### config.mk
export PLATFORM = sky130hd
export DESIGN_NAME = text_crtc
export DESIGN_NICKNAME = d
export VERILOG_FILES = /design/src/rtl/text_crtc.sv
export SDC_FILE = /design/constraint.sdc
export NUM_CORES = 1
export LEC_CHECK = 0
export BUFFER_PORTS_ARGS = -buffer_cell sky130_fd_sc_hd__buf_4
export CORE_MARGIN = 3
export CORE_UTILIZATION = 54
export DETAILED_ROUTE_END_ITERATION = 8
export HOLD_SLACK_MARGIN = 0.08
export PLACE_DENSITY = 0.74
export SLEW_MARGIN = 25
export SYNTH_ARGS = -nofsm -noshare
export SYNTH_HDL_FRONTEND = slang
export SYNTH_SLANG_ARGS = --single-unit
### constraint.sdc
create_clock -name clk -period 4.9 [get_ports clk]
set_clock_uncertainty 0.2 [all_clocks]
set_input_delay 0.735 -clock clk [delete_from_list [all_inputs] [get_ports clk]]
set_output_delay 0.735 -clock clk [all_outputs]
set_load 0.02 [all_outputs]
### src/rtl/text_crtc.sv
// text_crtc: character-cell video timing and render-pipeline controller.
// Stage 0 produces the beam position, syncs, blanking and the screen/glyph
// addresses. Flags travel through a PIPE_LAT-deep delay line so they meet the
// glyph pixel and attribute returned by external memory. The final register
// stage decodes the attribute into 4-bit RGB.
// Optional feature: define CURSOR_EN to add the blinking underline cursor
// (cursor_addr/cursor_on ports and a 5-bit frame counter).
module text_crtc #(
    parameter int H_ACTIVE   = 640,
    parameter int H_FP       = 16,
    parameter int H_SYNC     = 96,
    parameter int H_BP       = 48,
    parameter int V_ACTIVE   = 480,
    parameter int V_FP       = 10,
    parameter int V_SYNC     = 2,
    parameter int V_BP       = 33,
    parameter bit H_POL      = 1'b0,
    parameter bit V_POL      = 1'b0,
    parameter int CHAR_W     = 8,
    parameter int CHAR_H     = 16,
    parameter int ROW_STRIDE = 128,
    parameter int ADDR_W     = 12,
    parameter int PIPE_LAT   = 2,
    localparam int ROW_W     = (CHAR_H > 1) ? $clog2(CHAR_H) : 1,
    localparam int COL_W     = (CHAR_W > 1) ? $clog2(CHAR_W) : 1
) (
    input  logic              clk,
    input  logic              rst,
    input  logic              pix_en,
    output logic [ADDR_W-1:0] screen_addr,
    output logic [ROW_W-1:0]  glyph_row,
    output logic [COL_W-1:0]  glyph_col,
    input  logic              glyph_pixel,
    input  logic [7:0]        attr,
    output logic [3:0]        r_o,
    output logic [3:0]        g_o,
    output logic [3:0]        b_o,
    output logic              h_sync_o,
    output logic              v_sync_o,
    output logic              frame_start
`ifdef CURSOR_EN
    ,
    input  logic [ADDR_W-1:0] cursor_addr,
    input  logic              cursor_on
`endif
);

    localparam int H_TOTAL = H_ACTIVE + H_FP + H_SYNC + H_BP;
    localparam int V_TOTAL = V_ACTIVE + V_FP + V_SYNC + V_BP;
    // One spare code point so the sync end bound never wraps.
    localparam int HW = $clog2(H_TOTAL + 1);
    localparam int VW = $clog2(V_TOTAL + 1);

    localparam logic [HW-1:0]     H_LAST   = HW'(H_TOTAL - 1);
    localparam logic [HW-1:0]     H_ACT    = HW'(H_ACTIVE);
    localparam logic [HW-1:0]     HS_BEG   = HW'(H_ACTIVE + H_FP);
    localparam logic [HW-1:0]     HS_END   = HW'(H_ACTIVE + H_FP + H_SYNC);
    localparam logic [VW-1:0]     V_LAST   = VW'(V_TOTAL - 1);
    localparam logic [VW-1:0]     V_ACT    = VW'(V_ACTIVE);
    localparam logic [VW-1:0]     VS_BEG   = VW'(V_ACTIVE + V_FP);
    localparam logic [VW-1:0]     VS_END   = VW'(V_ACTIVE + V_FP + V_SYNC);
    localparam logic [COL_W-1:0]  COL_LAST = COL_W'(CHAR_W - 1);
    localparam logic [ROW_W-1:0]  ROW_LAST = ROW_W'(CHAR_H - 1);
    localparam logic [ADDR_W-1:0] STRIDE   = ADDR_W'(ROW_STRIDE);

    // Stage 0 state: every register describes the pixel at (h_cnt_reg, v_cnt_reg).
    logic              start_reg;   // first enabled cycle after reset lands on (0,0)
    logic [HW-1:0]     h_cnt_reg;
    logic [VW-1:0]     v_cnt_reg;
    logic [COL_W-1:0]  col_reg;
    logic [ROW_W-1:0]  row_reg;
    logic [ADDR_W-1:0] char_x_reg;
    logic [ADDR_W-1:0] row_base_reg;
    logic [ADDR_W-1:0] addr_reg;
    logic              active_reg;
    logic              hs_reg;
    logic              vs_reg;
    logic              fs_reg;
    logic              cur_reg;

    logic [HW-1:0]     h_next;
    logic [VW-1:0]     v_next;
    logic              line_adv;
    logic [COL_W-1:0]  col_next;
    logic [ROW_W-1:0]  row_next;
    logic [ADDR_W-1:0] char_x_next;
    logic [ADDR_W-1:0] row_base_next;
    logic [ADDR_W-1:0] addr_next;
    logic              active_next;
    logic              hs_next;
    logic              vs_next;
    logic              fs_next;
    logic              cur_next;

    // Next beam position plus the cell/glyph bookkeeping that follows it.
    always_comb begin
        h_next   = h_cnt_reg;
        v_next   = v_cnt_reg;
        line_adv = 1'b0;
        if (start_reg) begin
            h_next   = '0;
            v_next   = '0;
            line_adv = 1'b1;
        end else if (h_cnt_reg == H_LAST) begin
            h_next   = '0;
            line_adv = 1'b1;
            v_next   = (v_cnt_reg == V_LAST) ? '0 : v_cnt_reg + 1'b1;
        end else begin
            h_next = h_cnt_reg + 1'b1;
        end

        // Column within the glyph and cell index; both parked at 0 outside
        // the visible part of the line so the next line prefetches cell 0.
        if ((h_next >= H_ACT) || (h_next == '0)) begin
            col_next    = '0;
            char_x_next = '0;
        end else if (col_reg == COL_LAST) begin
            col_next    = '0;
            char_x_next = char_x_reg + 1'b1;
        end else begin
            col_next    = col_reg + 1'b1;
            char_x_next = char_x_reg;
        end

        // Glyph row and text-row base address; accumulated by addition only.
        row_next      = row_reg;
        row_base_next = row_base_reg;
        if ((v_next >= V_ACT) || (line_adv && (v_next == '0))) begin
            row_next      = '0;
            row_base_next = '0;
        end else if (line_adv) begin
            if (row_reg == ROW_LAST) begin
                row_next      = '0;
                row_base_next = row_base_reg + STRIDE;
            end else begin
                row_next = row_reg + 1'b1;
            end
        end

        addr_next   = row_base_next + char_x_next;
        active_next = (h_next < H_ACT) && (v_next < V_ACT);
        hs_next     = (h_next >= HS_BEG) && (h_next < HS_END);
        vs_next     = (v_next >= VS_BEG) && (v_next < VS_END);
        fs_next     = (h_next == '0) && (v_next == '0);
    end

`ifdef CURSOR_EN
    localparam logic [ROW_W-1:0] ROW_CUR = ROW_W'(CHAR_H - 2);

    logic [4:0] frame_cnt_reg;
    logic [4:0] frame_cnt_next;

    // Cursor hit test against the next position; blink phase from the frame count.
    always_comb begin
        frame_cnt_next = frame_cnt_reg;
        if (fs_next && !start_reg) begin
            frame_cnt_next = frame_cnt_reg + 5'd1;
        end
        cur_next = cursor_on && (addr_next == cursor_addr) &&
                   (row_next >= ROW_CUR) && !frame_cnt_next[4];
    end

    // Frame counter driving the cursor blink.
    always_ff @(posedge clk) begin
        if (rst) begin
            frame_cnt_reg <= '0;
        end else if (pix_en) begin
            frame_cnt_reg <= frame_cnt_next;
        end
    end
`else
    assign cur_next = 1'b0;
`endif

    // Stage 0 registers: counters, addresses and per-pixel flags.
    always_ff @(posedge clk) begin
        if (rst) begin
            start_reg    <= 1'b1;
            h_cnt_reg    <= '0;
            v_cnt_reg    <= '0;
            col_reg      <= '0;
            row_reg      <= '0;
            char_x_reg   <= '0;
            row_base_reg <= '0;
            addr_reg     <= '0;
            active_reg   <= 1'b0;
            hs_reg       <= 1'b0;
            vs_reg       <= 1'b0;
            fs_reg       <= 1'b0;
            cur_reg      <= 1'b0;
        end else if (pix_en) begin
            start_reg    <= 1'b0;
            h_cnt_reg    <= h_next;
            v_cnt_reg    <= v_next;
            col_reg      <= col_next;
            row_reg      <= row_next;
            char_x_reg   <= char_x_next;
            row_base_reg <= row_base_next;
            addr_reg     <= addr_next;
            active_reg   <= active_next;
            hs_reg       <= hs_next;
            vs_reg       <= vs_next;
            fs_reg       <= fs_next;
            cur_reg      <= cur_next;
        end
    end

    assign screen_addr = addr_reg;
    assign glyph_row   = row_reg;
    assign glyph_col   = col_reg;
    assign frame_start = fs_reg;

    // Flag bundle {cursor, vs, hs, active}; all-zero means blank and inactive.
    logic [3:0] s0_bundle;
    logic [3:0] dly_out;
    assign s0_bundle = {cur_reg, vs_reg, hs_reg, active_reg};

    for (genvar gi = 0; gi < PIPE_LAT; gi++) begin : g_dly
        logic [3:0] stage_reg;
        if (gi == 0) begin : g_first
            // First delay stage takes the stage 0 flags.
            always_ff @(posedge clk) begin
                if (rst) begin
                    stage_reg <= '0;
                end else if (pix_en) begin
                    stage_reg <= s0_bundle;
                end
            end
        end else begin : g_rest
            // Later delay stages shift the flags along.
            always_ff @(posedge clk) begin
                if (rst) begin
                    stage_reg <= '0;
                end else if (pix_en) begin
                    stage_reg <= g_dly[gi-1].stage_reg;
                end
            end
        end
    end

    assign dly_out = g_dly[PIPE_LAT-1].stage_reg;

    // Foreground nibble when the glyph bit (or the cursor) is set.
    logic [3:0] nib;
    always_comb begin
        nib = (glyph_pixel || dly_out[3]) ? attr[7:4] : attr[3:0];
    end

    // Output register: IRGB decode and sync polarity, blanked outside active.
    always_ff @(posedge clk) begin
        if (rst) begin
            r_o      <= '0;
            g_o      <= '0;
            b_o      <= '0;
            h_sync_o <= ~H_POL;
            v_sync_o <= ~V_POL;
        end else if (pix_en) begin
            h_sync_o <= dly_out[1] ? H_POL : ~H_POL;
            v_sync_o <= dly_out[2] ? V_POL : ~V_POL;
            if (dly_out[0]) begin
                r_o <= {nib[2], {3{nib[3] & nib[2]}}};
                g_o <= {nib[1], {3{nib[3] & nib[1]}}};
                b_o <= {nib[0], {3{nib[3] & nib[0]}}};
            end else begin
                r_o <= '0;
                g_o <= '0;
                b_o <= '0;
            end
        end
    end

endmodule

After elaboration in Yosys (flattened, before gate mapping) --
Index checks and enable logic that the tools add are counted.
Operators by class: reduce and logical (&&, ||, !) cells 11, muxes and demuxes 23, order comparisons 8, $add $sub $neg 7, bitwise operators 3, equal/unequal tests 4
Operators by type and width (count):
- two-way mux 12 bit | 5
- two-way mux 10 bit | 5
- two-way mux 4 bit | 7
- adder 10 x 1 -> 10 bit (second input constant) | 2
- == test 10 bit (second input constant) | 2
- greater-or-equal comparator 10 bit (second input constant) | 2
- greater-or-equal comparator 10 x 9 -> 1 bit (second input constant) | 2
- logical NOT 10 bit | 2
- less-than comparator 10 bit (second input constant) | 2
- less-than comparator 10 x 9 -> 1 bit (second input constant) | 2
- adder 12 x 1 -> 12 bit (second input constant) | 1
- adder 12 bit | 1
- adder 12 x 8 -> 12 bit (second input constant) | 1
- two-way mux 3 bit | 2
- logical AND 1 bit | 5
- adder 4 x 1 -> 4 bit (second input constant) | 1
- == test 4 bit (second input constant) | 1
- two-way mux 1 bit | 4
- adder 3 x 1 -> 3 bit (second input constant) | 1
- bitwise AND 1 bit | 3
- == test 3 bit (second input constant) | 1
- logical OR 1 bit | 2
- AND reduction 2 bit | 1
- nonzero test 2 bit | 1
Storage, ports and cells: input port bits 12, bits in registers 88, word-level logic and storage cells 75, output and inout port bits 34

Longest topological paths before layout --
Gate-level depths: netlist (run 1).
depth after elaboration 9, gate-level depth with buffers 20

Worst setup path after synthesis (run 1) --
Ideal clock, no wire load.
path kind register to register, start register h_cnt_reg[1], end register addr_reg[11] (netlist: screen_addr[11]), required time 4.585 ns, path slack 0.294 ns, period minus slack after synthesis 4.606 ns, setup time 0.115 ns, cell stages (with the launch flop) 19, arrival 4.291 ns, buffers on the path 2, cell sequence dfxtp_1 > ha_1 > and4_1 > a31o_2 > a21oi_2 > or3_1 > o21ai_2 > buf_2 > buf_2 > nor2_1 > ha_1 > a211oi_1 > nor2_1 > o41a_1 > a211oi_1 > o21bai_1 > a21oi_1 > xnor3_1 > o21a_1
Between the ends: elaborated cells between the ends (all ways) 19, classes of those cells add/sub (2); order compare (2); eq/ne (1); mux (9); reduce/logical (5)
RTL lines:
- start: declaration | RTL line 68 | logic [HW-1:0] h_cnt_reg;
- start signal: assignment | RTL line 193 | h_cnt_reg <= h_next;
- adder 10 x 1 -> 10 bit or == test 10 bit (tied branches) | RTL line 109, 104
- two-way mux 10 bit * | RTL line 104 | end else if (h_cnt_reg == H_LAST) begin
- two-way mux 10 bit * | RTL line 100 | if (start_reg) begin
- greater-or-equal comparator 10 bit or logical NOT 10 bit (tied branches) | RTL line 114 | if ((h_next >= H_ACT) || (h_next == '0)) begin
- logical OR 1 bit * | RTL line 114
- two-way mux 12 bit * | RTL line 114
- via char_x_next[1] | RTL line 86 | logic [ADDR_W-1:0] char_x_next;
- adder 12 bit * | RTL line 140 | addr_next = row_base_next + char_x_next;
- end signal: assignment | RTL line 199 | addr_reg <= addr_next;
- end: declaration | RTL line 74 | logic [ADDR_W-1:0] addr_reg;
Mark *: on every way through the listed nets, which the timed path passes. The rest lies on a longest branch. A chain may end at the register's enable or synchronous reset.

Worst setup path after layout (run 1) --
start register h_cnt_reg[1], end register addr_reg[11] (netlist: screen_addr[11])
Between the ends: cells in the longest elaborated chain, start to end 8, elaborated cells between the ends (all ways) 19, classes of those cells add/sub (2); order compare (2); eq/ne (1); mux (9); reduce/logical (5)
Ends and longest elaborated chain:
- == test 10 bit * | RTL line 104
- branches (longest 5 deep; another with greater-or-equal comparator 10 x 9 -> 1 bit)
- two-way mux 12 bit * | RTL line 128 | if ((v_next >= V_ACT) || (line_adv && (v_next == '0))) begin
- via row_base_next[1] | RTL line 87 | logic [ADDR_W-1:0] row_base_next;
- adder 12 bit * | RTL line 140
Mark *: on every way through the listed nets, which the timed path passes.

==> results of run 1 <==
[timing repair]
action	4_1_cts	5_1_grt
gates resized for setup	0	11
hold buffers	0	0
setup endpoints to repair	0	4
setup buffers	0	2
[cells in the final DEF (no fill, tap or decap), types with 3 or more instances in the layout]
cell type | Yosys | routed
nor2_1 | 86 | 86
dfxtp_1 | 82 | 78
buf_4 | 9 | 69
nand2_1 | 65 | 65
a21oi_1 | 53 | 53
nand3_1 | 22 | 22
xnor2_1 | 22 | 22
and2_1 | 20 | 20
mux2i_1 | 20 | 20
nor3_1 | 20 | 19
ha_1 | 19 | 18
inv_1 | 16 | 16
o21ai_0 | 16 | 16
nand4_1 | 14 | 14
clkbuf_8 | 0 | 9
or3_1 | 7 | 7
and3_1 | 7 | 7
xor2_1 | 6 | 6
or4_1 | 6 | 6
o21ai_1 | 6 | 6
nand3b_1 | 6 | 6
a21o_1 | 6 | 6
a21oi_2 | 6 | 6
nor3b_1 | 5 | 5
a22oi_1 | 5 | 5
o32ai_2 | 5 | 5
a31oi_1 | 4 | 4
nand4b_1 | 4 | 4
mux2_2 | 4 | 4
dfxtp_2 | 0 | 4
nor3_2 | 2 | 3
a41oi_1 | 3 | 3
nor4_1 | 4 | 3
nor2b_1 | 3 | 3
o21a_1 | 3 | 3
o21bai_1 | 3 | 3
a211oi_1 | 4 | 3
bufinv_16 | 0 | 3
inv_6 | 0 | 3
[logic make-up after synthesis]
| group | Yosys count | synth area share (%) |
|---|---|---|
| XOR/XNOR | 29 | 5.244 |
| multiplexers | 25 | 5.244 |
| adder cells (fa/ha/maj) | 20 | 5.048 |
| flip-flops | 82 | 32.15 |
| AO/OA/AOI/OAI | 136 | 18.08 |
| AND/OR/NAND/NOR | 288 | 28.47 |
| buffers and inverters | 63 | 5.758 |
[critical path: cells and delay by family (launching register included)]
family,cells,cell delay (ns)
buffers and inverters,1,0.15
adder cells (fa/ha/maj),2,0.55
AND/OR/NAND/NOR,5,1.06
AO/OA/AOI/OAI,8,1.74
flip-flops,1,0.39
XOR/XNOR,2,0.42
[synth_stat cells (7+ instances only)]
| cell type | n |
|---|---|
| nor2_1 | 86 |
| or3_1 | 7 |
| dfxtp_1 | 82 |
| and2_1 | 20 |
| nand2_1 | 65 |
| a21oi_1 | 53 |
| and3_1 | 7 |
| nand4_1 | 14 |
| xnor2_1 | 22 |
| buf_4 | 9 |
| buf_2 | 13 |
| inv_1 | 16 |
| o21ai_0 | 16 |
| ha_1 | 19 |
| mux2i_1 | 20 |
| nor3_1 | 20 |
| clkbuf_1 | 18 |
| nand3_1 | 22 |
[where the power goes]
part / switching (mW) / internal [mW]
Clock: 0.284 / 0.349
Sequential: 0.00653 / 0.671
Combinational: 0.0663 / 0.0343
[layer usage]
| metal | vias to the layer above | wire, um |
|---|---|---|
| li1 | 2346 | - |
| met1 | 2229 | 5915 |
| met2 | 100 | 6000 |
| met3 | 17 | 498 |
| met4 | 0 | 159 |
| met5 | - | 0 |
[worst min-delay path by stage]
stage	slack, ns	start	depth (start not counted)	endpoint
CTS	0.27	row_base_reg[2]	1	row_base_reg[2]
global placement	0.23	row_base_reg[6]	1	row_base_reg[6]
global route	0.29	row_base_reg[4]	1	row_base_reg[4]
finish	0.26	row_base_reg[4]	1	row_base_reg[4]
detailed placement	0.24	row_base_reg[4]	1	row_base_reg[4]
floorplan	0.22	row_base_reg[0]	1	row_base_reg[0]
[per-stage QoR]
| step | power, mW | hold WS (ns) | setup slack (ns) | util (%) |
|---|---|---|---|---|
| floorplan | 0.7600 | 0.2209 | 0.2945 | - |
| global placement | 0.7909 | 0.2347 | 0.2117 | 61.76 |
| detailed placement | 0.7926 | 0.2400 | 0.08119 | 61.76 |
| CTS | 1.421 | 0.2656 | 0.02969 | 64.64 |
| global route | 1.460 | 0.2871 | 0.01792 | 65.15 |
| finish | 1.411 | 0.2610 | 0.2791 | 65.15 |
[final cells by class]
| class | instances | area [um2] | area share [%] |
|---|---|---|---|
| clock buffer | 9 | 123.9 | 2.128 |
| clock inverter | 7 | 132.6 | 2.279 |
| inverter | 18 | 67.56 | 1.161 |
| multi-input combinational | 498 | 3197 | 54.92 |
| sequential | 82 | 1647 | 28.29 |
| tap | 108 | 135.1 | 2.322 |
| timing repair buffer | 69 | 518.0 | 8.899 |
==> impl_metrics.tcl, run 1 <==
set metrics [dict create \
    status "complete, no violations" \
    hp-class "reg2reg" \
    fin_nets 710 \
    crit_required_ns 4.96 \
    grt.met2_usage_pct 41.79 \
    synth.cell_area_um2 5106 \
    worstReg2RegStart "h_cnt_reg[1]" \
    finalCritPeriodShare_pct 94.30 \
    stdcell_count 791 \
    avgSynthCellArea_um2 7.941 \
    first_pass_iters 7 \
    via_per_inst 5.932 \
    die_y_um 103.2 \
    die_area_um2 10660 \
    place_congestion 0.9435 \
    top_usage_layer "met2" \
    tightest_slew_ns 0.8415 \
    worst_setup_path_start_kind "flip-flop" \
    synth_async_sr_flop_share_pct 0 \
    drt-initial-drc-count 274 \
    tns_ns 0 \
    max_stage_delay_ns 0.39 \
    place_area_um2 5518 \
    cp_slowest_cell "dfxtp_2" \
    critPathArrivalTime_ns 4.68 \
    r2r_cells 18 \
    leakage_nw 2.247 \
    clk_pin_slew_ns 0.10 \
    design_area_um2 5821 \
    grt_use_met1_pct 32.51 \
    cts.sinks 82 \
    cts_tree "done" \
    grt_pass1_wl_mm 20.91 \
    yosys.area.top_type_share_pct 32.15 \
    wirelength_mm 12.57 \
    setup.worst_path.start "h_cnt_reg[1]" \
    crit_type "reg2reg" \
    clockBufferDepth 2 \
    ys.flop_type "dfxtp_1" \
    max_cap_viol_count 0 \
    numPlacedInstances 773 \
    h-tree-depth 3 \
    report.final.setup_viol 0 \
    placementRows 34 \
    ys_types 71 \
    routedWlPerCell_um 15.90 \
    grt_usage_pct 24.53 \
    synth-edff-count 0 \
    io_pins 46 \
    fillers 752 \
    netlist_instances 643 \
    crit_path_end_kind "flip-flop" \
    synth-seq-area-share_pct 32.15 \
    power_density_nw_per_um2 242.3 \
    areaGrowthSynthToFinish_pct 13.99 \
    fmax_mhz 216.4 \
    antenna_found_initial 0 \
    grtUsageMet3_pct 3.555 \
    ir_worst_vdd_uv 174.5 \
    n_antenna_cell 0 \
    crit_path_end "screen_addr[11]" \
    yosys.area.top_type "dfxtp_1" \
    ctsRootBufferMaster "clkbuf_8" \
    path_cells "ha_2 -> and4_2 -> nand3_2 -> nor3_2 -> xor2_1 -> buf_4 -> o31ai_4 -> a21oi_2 -> and2_1 -> ha_1 -> a211oi_1 -> nor2_1 -> o41a_1 -> a211oi_2 -> o21bai_1 -> a21oi_1 -> xnor3_1 -> o21a_1" \
    drive_gt1_share_pct 19.18 \
    ant_nets 0 \
    port_buffers 45 \
    start_util_pct 57.16 \
    vias 4692 \
    cp_max_fo 8 \
    yosys_warnings 0 \
    dpl.hpwl_mm 8.871 \
    ys_seq_elements 82 \
    grt_max_degree 80 \
    synth_area_leaders "dfxtp_1 32%, nor2_1 6.3%, a21oi_1 5.2%" \
    r2r-end "screen_addr[11]" \
    overflow 0 \
    slew_headroom_pct 43.90 \
    core_um2 8934 \
    cts_buffers 9 \
    die_w_um 103.2 \
    grt_setup_unrepaired "false" \
    grt_pass1_vias 4411 \
    slew_viol_final 0 \
    worstSkewPairLatency_ns 0.36 \
    drcViolationCount 0 \
    hold_violations 0 \
    fin_crit_ns 4.621 \
    r2r_slack_ns 0.28 \
    syn_nets 675 \
]
No activity file was read; power rests on OpenSTA's default activity.
==> run 2, diff against run 1 <==
--- a/config.mk
+++ b/config.mk
@@ -9,8 +9,9 @@
 export CORE_MARGIN = 3
 export CORE_UTILIZATION = 54
 export DETAILED_ROUTE_END_ITERATION = 8
-export HOLD_SLACK_MARGIN = 0.08
+export MAX_ROUTING_LAYER = met4
 export PLACE_DENSITY = 0.74
+export REMOVE_ABC_BUFFERS = 1
 export SLEW_MARGIN = 25
 export SYNTH_ARGS = -nofsm -noshare
 export SYNTH_HDL_FRONTEND = slang
==> run 2 against run 1 <==
Against the previous run: total power fell by 5.4%; sequential power about the same; sequential share of layout area rose by 0.10 points; utilization shrank 0.28 points; final area down 0.43%; flip-flop and latch count unchanged.
==> impl_metrics.tcl, run 2 (synthesis gave the netlist of run 1 again) <==
set metrics [dict create \
    status "complete, no violations" \
    slew_viol_final 0 \
    drt-initial-drc-count 276 \
    fillers 786 \
    crit_path_end_kind "flip-flop" \
    die_w_um 103.2 \
    slew_headroom_pct 44.21 \
    max_stage_delay_ns 0.58 \
    ir_worst_vdd_uv 162.6 \
    tns_ns 0 \
    cts_buffers 9 \
    first_pass_iters 5 \
    die_y_um 103.2 \
    grt_max_degree 80 \
    overflow 0 \
    ant_nets 0 \
    leakage_nw 2.235 \
    report.final.setup_viol 0 \
    place_congestion 0.9303 \
    cp_max_fo 9 \
    critPathTopFamily "compound AO/OA/AOI/OAI gates" \
    clockBufferDepth 2 \
    wirelength_mm 12.28 \
    clkPwrFrac_pct 41.8 \
    dpl.hpwl_mm 8.540 \
    worst_setup_path_start_kind "flip-flop" \
    drcViolationCount 0 \
    vias 4658 \
    io_pins 46 \
    h-tree-depth 3 \
    p_comb_share_pct 7.5 \
    worstSkewPairLatency_ns 0.37 \
    path_cells "nand2_2 -> or4_4 -> o21ai_1 -> nand4_2 -> o31ai_4 -> a21oi_2 -> and2_1 -> ha_1 -> a211oi_1 -> nor2_1 -> o41a_1 -> a211oi_2 -> o21bai_1 -> a21oi_1 -> xnor3_1 -> o21a_1" \
    fin_nets 711 \
    cts.sinks 82 \
    fin_crit_ns 4.636 \
    setup_ws_ns 0.2643 \
    ctsRootBufferMaster "clkbuf_8" \
    die_area_um2 10660 \
    critPathArrivalTime_ns 4.70 \
    max_cap_viol_count 0 \
    final_cell_mix "86 x nor2_1, 79 x dfxtp_1, 70 x buf_4" \
    stdcell_count 792 \
    cts_tree "done" \
    n_antenna_cell 0 \
    grt_usage_pct 24.78 \
    core_um2 8934 \
    grt_pass1_vias 4278 \
    hp-class "reg2reg" \
    tightest_slew_ns 0.8368 \
    power_density_nw_per_um2 230.2 \
    final_core_util_pct 64.87 \
    cp_slowest_cell "or4_4" \
    place_ws_ns 0.1248 \
    crit_type "reg2reg" \
    hold-worst-slack_ns 0.2576 \
    critPathBufInv 0 \
    p_seq_share_pct 50.7 \
    start_util_pct 57.16 \
    finalCritPeriodShare_pct 94.61 \
    numPlacedInstances 774 \
    layout_commonest_cell "nor2_1" \
    clk_pin_slew_ns 0.10 \
    via_per_inst 5.881 \
    hold_violations 0 \
    p_sw_uw 339.9 \
    switching_share_pct 25.48 \
    antenna_found_initial 0 \
    areaGrowthSynthToFinish_pct 13.50 \
    cts_hold_buf 0 \
    routedWlPerCell_um 15.50 \
    drive_gt1_share_pct 18.71 \
    grt_pass1_wl_mm 20.49 \
    crit_required_ns 4.97 \
    fmax_mhz 215.7 \
    p_int_uw 994.0 \
    port_buffers 45 \
    placementRows 34 \
]
==> run 2: changes by cell type in the layout (fill, tap and decap cells not counted), sizes merged <==
cell and delta:
buf +1, clkbuf +1, clkinv +1, clkinvlp +1, inv -2, bufinv -1
==> run 2: layer usage <==
| metal | vias to the layer above | global-route usage (%) | share of wire, % |
|---|---|---|---|
| met2 | 114 | 38.38 | 46 |
| met3 | 17 | 3.823 | 4.3 |
| met5 | - | - | 0 |
| met1 | 2168 | 33.22 | 48 |
| met4 | 0 | 8.167 | 1.2 |
| li1 | 2359 | - | - |
==> run 2: layout make-up <==
type | instances | area [um2] | share of cell area (%)
Inverter | 18 | 67.56 | 1.166
Tap cell | 108 | 135.1 | 2.332
Clock inverter | 6 | 90.09 | 1.554
Sequential cell | 82 | 1645 | 28.39
Multi-Input combinational cell | 498 | 3204 | 55.29
Timing Repair Buffer | 70 | 525.5 | 9.067
Clock buffer | 10 | 127.6 | 2.202
==> run 2: metrics by stage <==
stage | power [mW] | instance area (um2)
3_5_place_dp | 0.7913 | 5525
4_1_cts | 1.341 | 5743
2_1_floorplan | 0.7403 | 4880
5_1_grt | 1.387 | 5796
6_report | 1.334 | 5796
3_3_place_gp | 0.7891 | 5525
==> run 2: repair_timing <==
item / 4_1_cts / 5_1_grt
endpoints found under the setup margin: 0 / 3
resized for setup: 0 / 9
hold endpoints to repair: 0 / 0
setup buffers: 0 / 2
==> run 2: worst paths after layout <==
check,startpoint,endpoint,slack (ns),cells after the start
setup reg to reg,v_cnt_reg[2],screen_addr[11],0.26,16
hold reg to reg,row_base_reg[5],row_base_reg[5],0.26,1
setup / recovery,v_cnt_reg[2],screen_addr[11],0.26,16
hold / removal,row_base_reg[5],row_base_reg[5],0.26,1
==> run 2: power groups by stage <==
stage                     Clock (mW)  Combinational, mW  Sequential (mW)
after global placement             0             0.0972            0.692
after floorplan                    0             0.0461            0.694
final                          0.557              0.100            0.677
after detailed placement           0             0.0988            0.692
after global routing           0.598              0.110            0.678
after CTS                      0.565             0.0994            0.677
==> run 3, diff against run 2 <==
--- a/config.mk
+++ b/config.mk
@@ -5,6 +5,7 @@
 export SDC_FILE = /design/constraint.sdc
 export NUM_CORES = 1
 export LEC_CHECK = 0
+export ABC_AREA = 1
 export BUFFER_PORTS_ARGS = -buffer_cell sky130_fd_sc_hd__buf_4
 export CORE_MARGIN = 3
 export CORE_UTILIZATION = 54
==> run 3 against run 2 <==
Against the previous run: worst setup slack improved by 0.21 ns; flip-flop and latch count did not move; hold slack got worse by 0.021 ns; routed wire length fell by 4.6%; combinational power rose by 120%; sequential power rose by 6.9%; critical endpoint unchanged; largest power group unchanged.
==> impl_metrics.tcl, run 3 <==
set metrics [dict create \
    status "complete, no violations" \
    worst_setup_path_start_kind "flip-flop" \
    grt_usage_pct 24.38 \
    cp_common_cell "nand2_1" \
    crit_path_end_kind "flip-flop" \
    grt_pass1_wl_mm 19.79 \
    areaGrowthSynthToFinish_pct 10.34 \
    hp-class "reg2reg" \
    placementRows 34 \
    leakage_nw 2.449 \
    synth_compound_area_share_pct 15.02 \
    grt_setup_unrepaired "false" \
    ir_worst_vdd_uv 179.1 \
    whs_path_depth 1 \
    place_congestion 0.8993 \
    slew_viol_final 0 \
    ctsRootBufferMaster "clkbuf_8" \
    synth_async_sr_flop_share_pct 0 \
    tightest_slew_ns 0.8352 \
    io_pins 46 \
    yosys.area.top_type "dfxtp_1" \
    fin_crit_ns 4.426 \
    cts.sinks 82 \
    routedWlPerCell_um 13.33 \
    place_ws_ns 0.5229 \
    yosys_warnings 0 \
    cts_resized 0 \
    h-tree-depth 3 \
    slew_headroom_pct 44.32 \
    clkPwrFrac_pct 35.8 \
    setup_ws_ns 0.4739 \
    clockBufferDepth 2 \
    crit_required_ns 5.01 \
    die_area_um2 10380 \
    overflow 0 \
    place_area_um2 5270 \
    port_buffers 45 \
    post-cts-setup-buffer-count 0 \
    synth_adder_area_share_pct 5.193 \
    drcViolationCount 0 \
    die_y_um 101.9 \
    ys_types 41 \
    dpl.hpwl_mm 8.077 \
    crit_type "reg2reg" \
    multi_input_area_um2 2814 \
    finalPower_mw 1.474 \
    tns_ns 0 \
    yosys.area.top_type_share_pct 33.07 \
    power_density_nw_per_um2 269.2 \
    first_pass_iters 5 \
    hold_violations 0 \
    switching_share_pct 31.01 \
    cp_max_fo 13 \
    wirelength_mm 11.71 \
    start_util_pct 56.37 \
    drive_gt1_share_pct 14.40 \
    p_int_mw 1.017 \
    synth_top_family_by_area "simple AND/OR/NAND/NOR gates" \
    clk_pin_slew_ns 0.10 \
    r2r_cells 25 \
    layout_commonest_cell "nand2_1" \
    ant_nets 0 \
    core_um2 8806 \
    p_comb_share_pct 15.0 \
    r2r-end "screen_addr[11]" \
    n_antenna_cell 0 \
    cts_buffers 9 \
    post-synth-top-count-cell "nand2_1" \
    max_cap_viol_count 0 \
    synthMuxAreaShare_pct 0 \
    synth_area_leaders "dfxtp_1 33%, nand2_1 11%, nor2_1 7.8%" \
    avgSynthCellArea_um2 6.680 \
    cp_slowest_cell "nand2_1" \
    ys_seq_elements 82 \
    holdPathEnd "v_sync_o" \
    grt_pass1_vias 4419 \
    fillers 847 \
    netlist_instances 743 \
    max_stage_delay_ns 0.49 \
    grt_max_degree 96 \
    p_sw_uw 457.3 \
    synth-seq-area-share_pct 33.07 \
    synth_xor_xnor_area_share_pct 2.294 \
    hold_start "dly_out[2]" \
    fin_nets 798 \
    synth_common_cells "149 x nand2_1, 103 x nor2_1, 82 x dfxtp_1, 81 x inv_1, 64 x a21oi_1" \
    cts_tree "done" \
    r2r_slack_ns 0.47 \
    ys.flop_type "dfxtp_1" \
    critPathArrivalTime_ns 4.53 \
    design_area_um2 5477 \
    die_w_um 101.9 \
    drt-initial-drc-count 243 \
    via_per_inst 5.395 \
    antenna_found_initial 0 \
    finalCritPeriodShare_pct 90.33 \
    p_seq_share_pct 49.1 \
    worstReg2RegStart "h_cnt_reg[1]" \
    vias 4742 \
    worstSkewPairLatency_ns 0.37 \
    seq_area_um2 1642 \
    cts_hold_buf 0 \
    final_cell_mix "149 x nand2_1, 103 x nor2_1, 82 x dfxtp_1" \
    fmax_mhz 225.9 \
    synth-edff-count 0 \
    synth.cell_area_um2 4964 \
    report.final.setup_viol 0 \
    synthSimpleGateAreaFrac_pct 34.18 \
]
-- run 3: changes by cell type after synthesis, moves of 9 or more --
cell	delta
xnor2_1	-20
nand2_1	+84
a21oi_1	+11
buf_2	-9
and2_1	-20
mux2i_1	-20
nor2_1	+17
nand3_1	+24
nor2_2	+9
inv_1	+65
o21ai_0	+47
-- run 3: through the flow --
step	utilization, %	hold WS, ns	instances
after floorplan	-	0.2060	708
after global placement	59.85	0.2123	863
after detailed placement	59.85	0.2282	863
after CTS	62.19	0.2426	879
after global routing	62.19	0.2742	879
final	62.19	0.2368	879
-- run 3: power by group through the flow --
stage               Combinational (mW)  Sequential [mW]  Clock, mW
CTS                              0.223            0.724      0.535
detailed placement               0.221            0.739          0
floorplan                        0.128            0.750          0
global route                     0.250            0.729      0.562
global placement                 0.218            0.738          0
finish                           0.221            0.724      0.529
-- run 3: final cells by class --
cell class	count	area share [%]
clock buffer	9	2.262
clock inverter	7	1.508
inverter	87	5.963
multi-input combinational	539	51.38
sequential	82	29.97
tap	108	2.467
timing repair buffer	47	6.443
-- run 3: how the worst max path moves through the flow --
stage / start / end / slack, ns / cells after the start
after floorplan: h_cnt_reg[0] / screen_addr[11] / 1.09 / 25
after global placement: h_cnt_reg[1] / screen_addr[11] / 0.63 / 25
after detailed placement: h_cnt_reg[1] / screen_addr[11] / 0.52 / 25
after CTS: h_cnt_reg[1] / screen_addr[11] / 0.48 / 25
after global routing: h_cnt_reg[1] / screen_addr[11] / 0.09 / 25
final: h_cnt_reg[1] / screen_addr[11] / 0.47 / 25
-- run 3: per-layer routing --
layer | vias to the layer above | global-route usage, % | routed length [um] | part of all wire, %
li1 | 2442 | - | - | -
met1 | 2150 | 29.90 | 5275 | 45
met2 | 124 | 39.54 | 5662 | 48
met3 | 26 | 4.096 | 480 | 4.1
met4 | 0 | 10.80 | 295 | 2.5
met5 | - | - | 0 | 0
-- run 3: critical path: cells and delay by family (launching register included) --
| kind | cells | cell delay [ns] |
|---|---|---|
| simple gates | 17 | 2.56 |
| compound gates | 3 | 0.53 |
| buf+inv | 3 | 0.18 |
| fa+ha+maj | 2 | 0.54 |
| flops | 1 | 0.34 |
-- run 3: cell families after synthesis --
kind of cell	Yosys count
AOI/OAI and AO/OA	139
xor gates and xnor gates	13
adders and majority gates	20
buffers and inverters	122
DFF	82
and+or+nand+nor	367
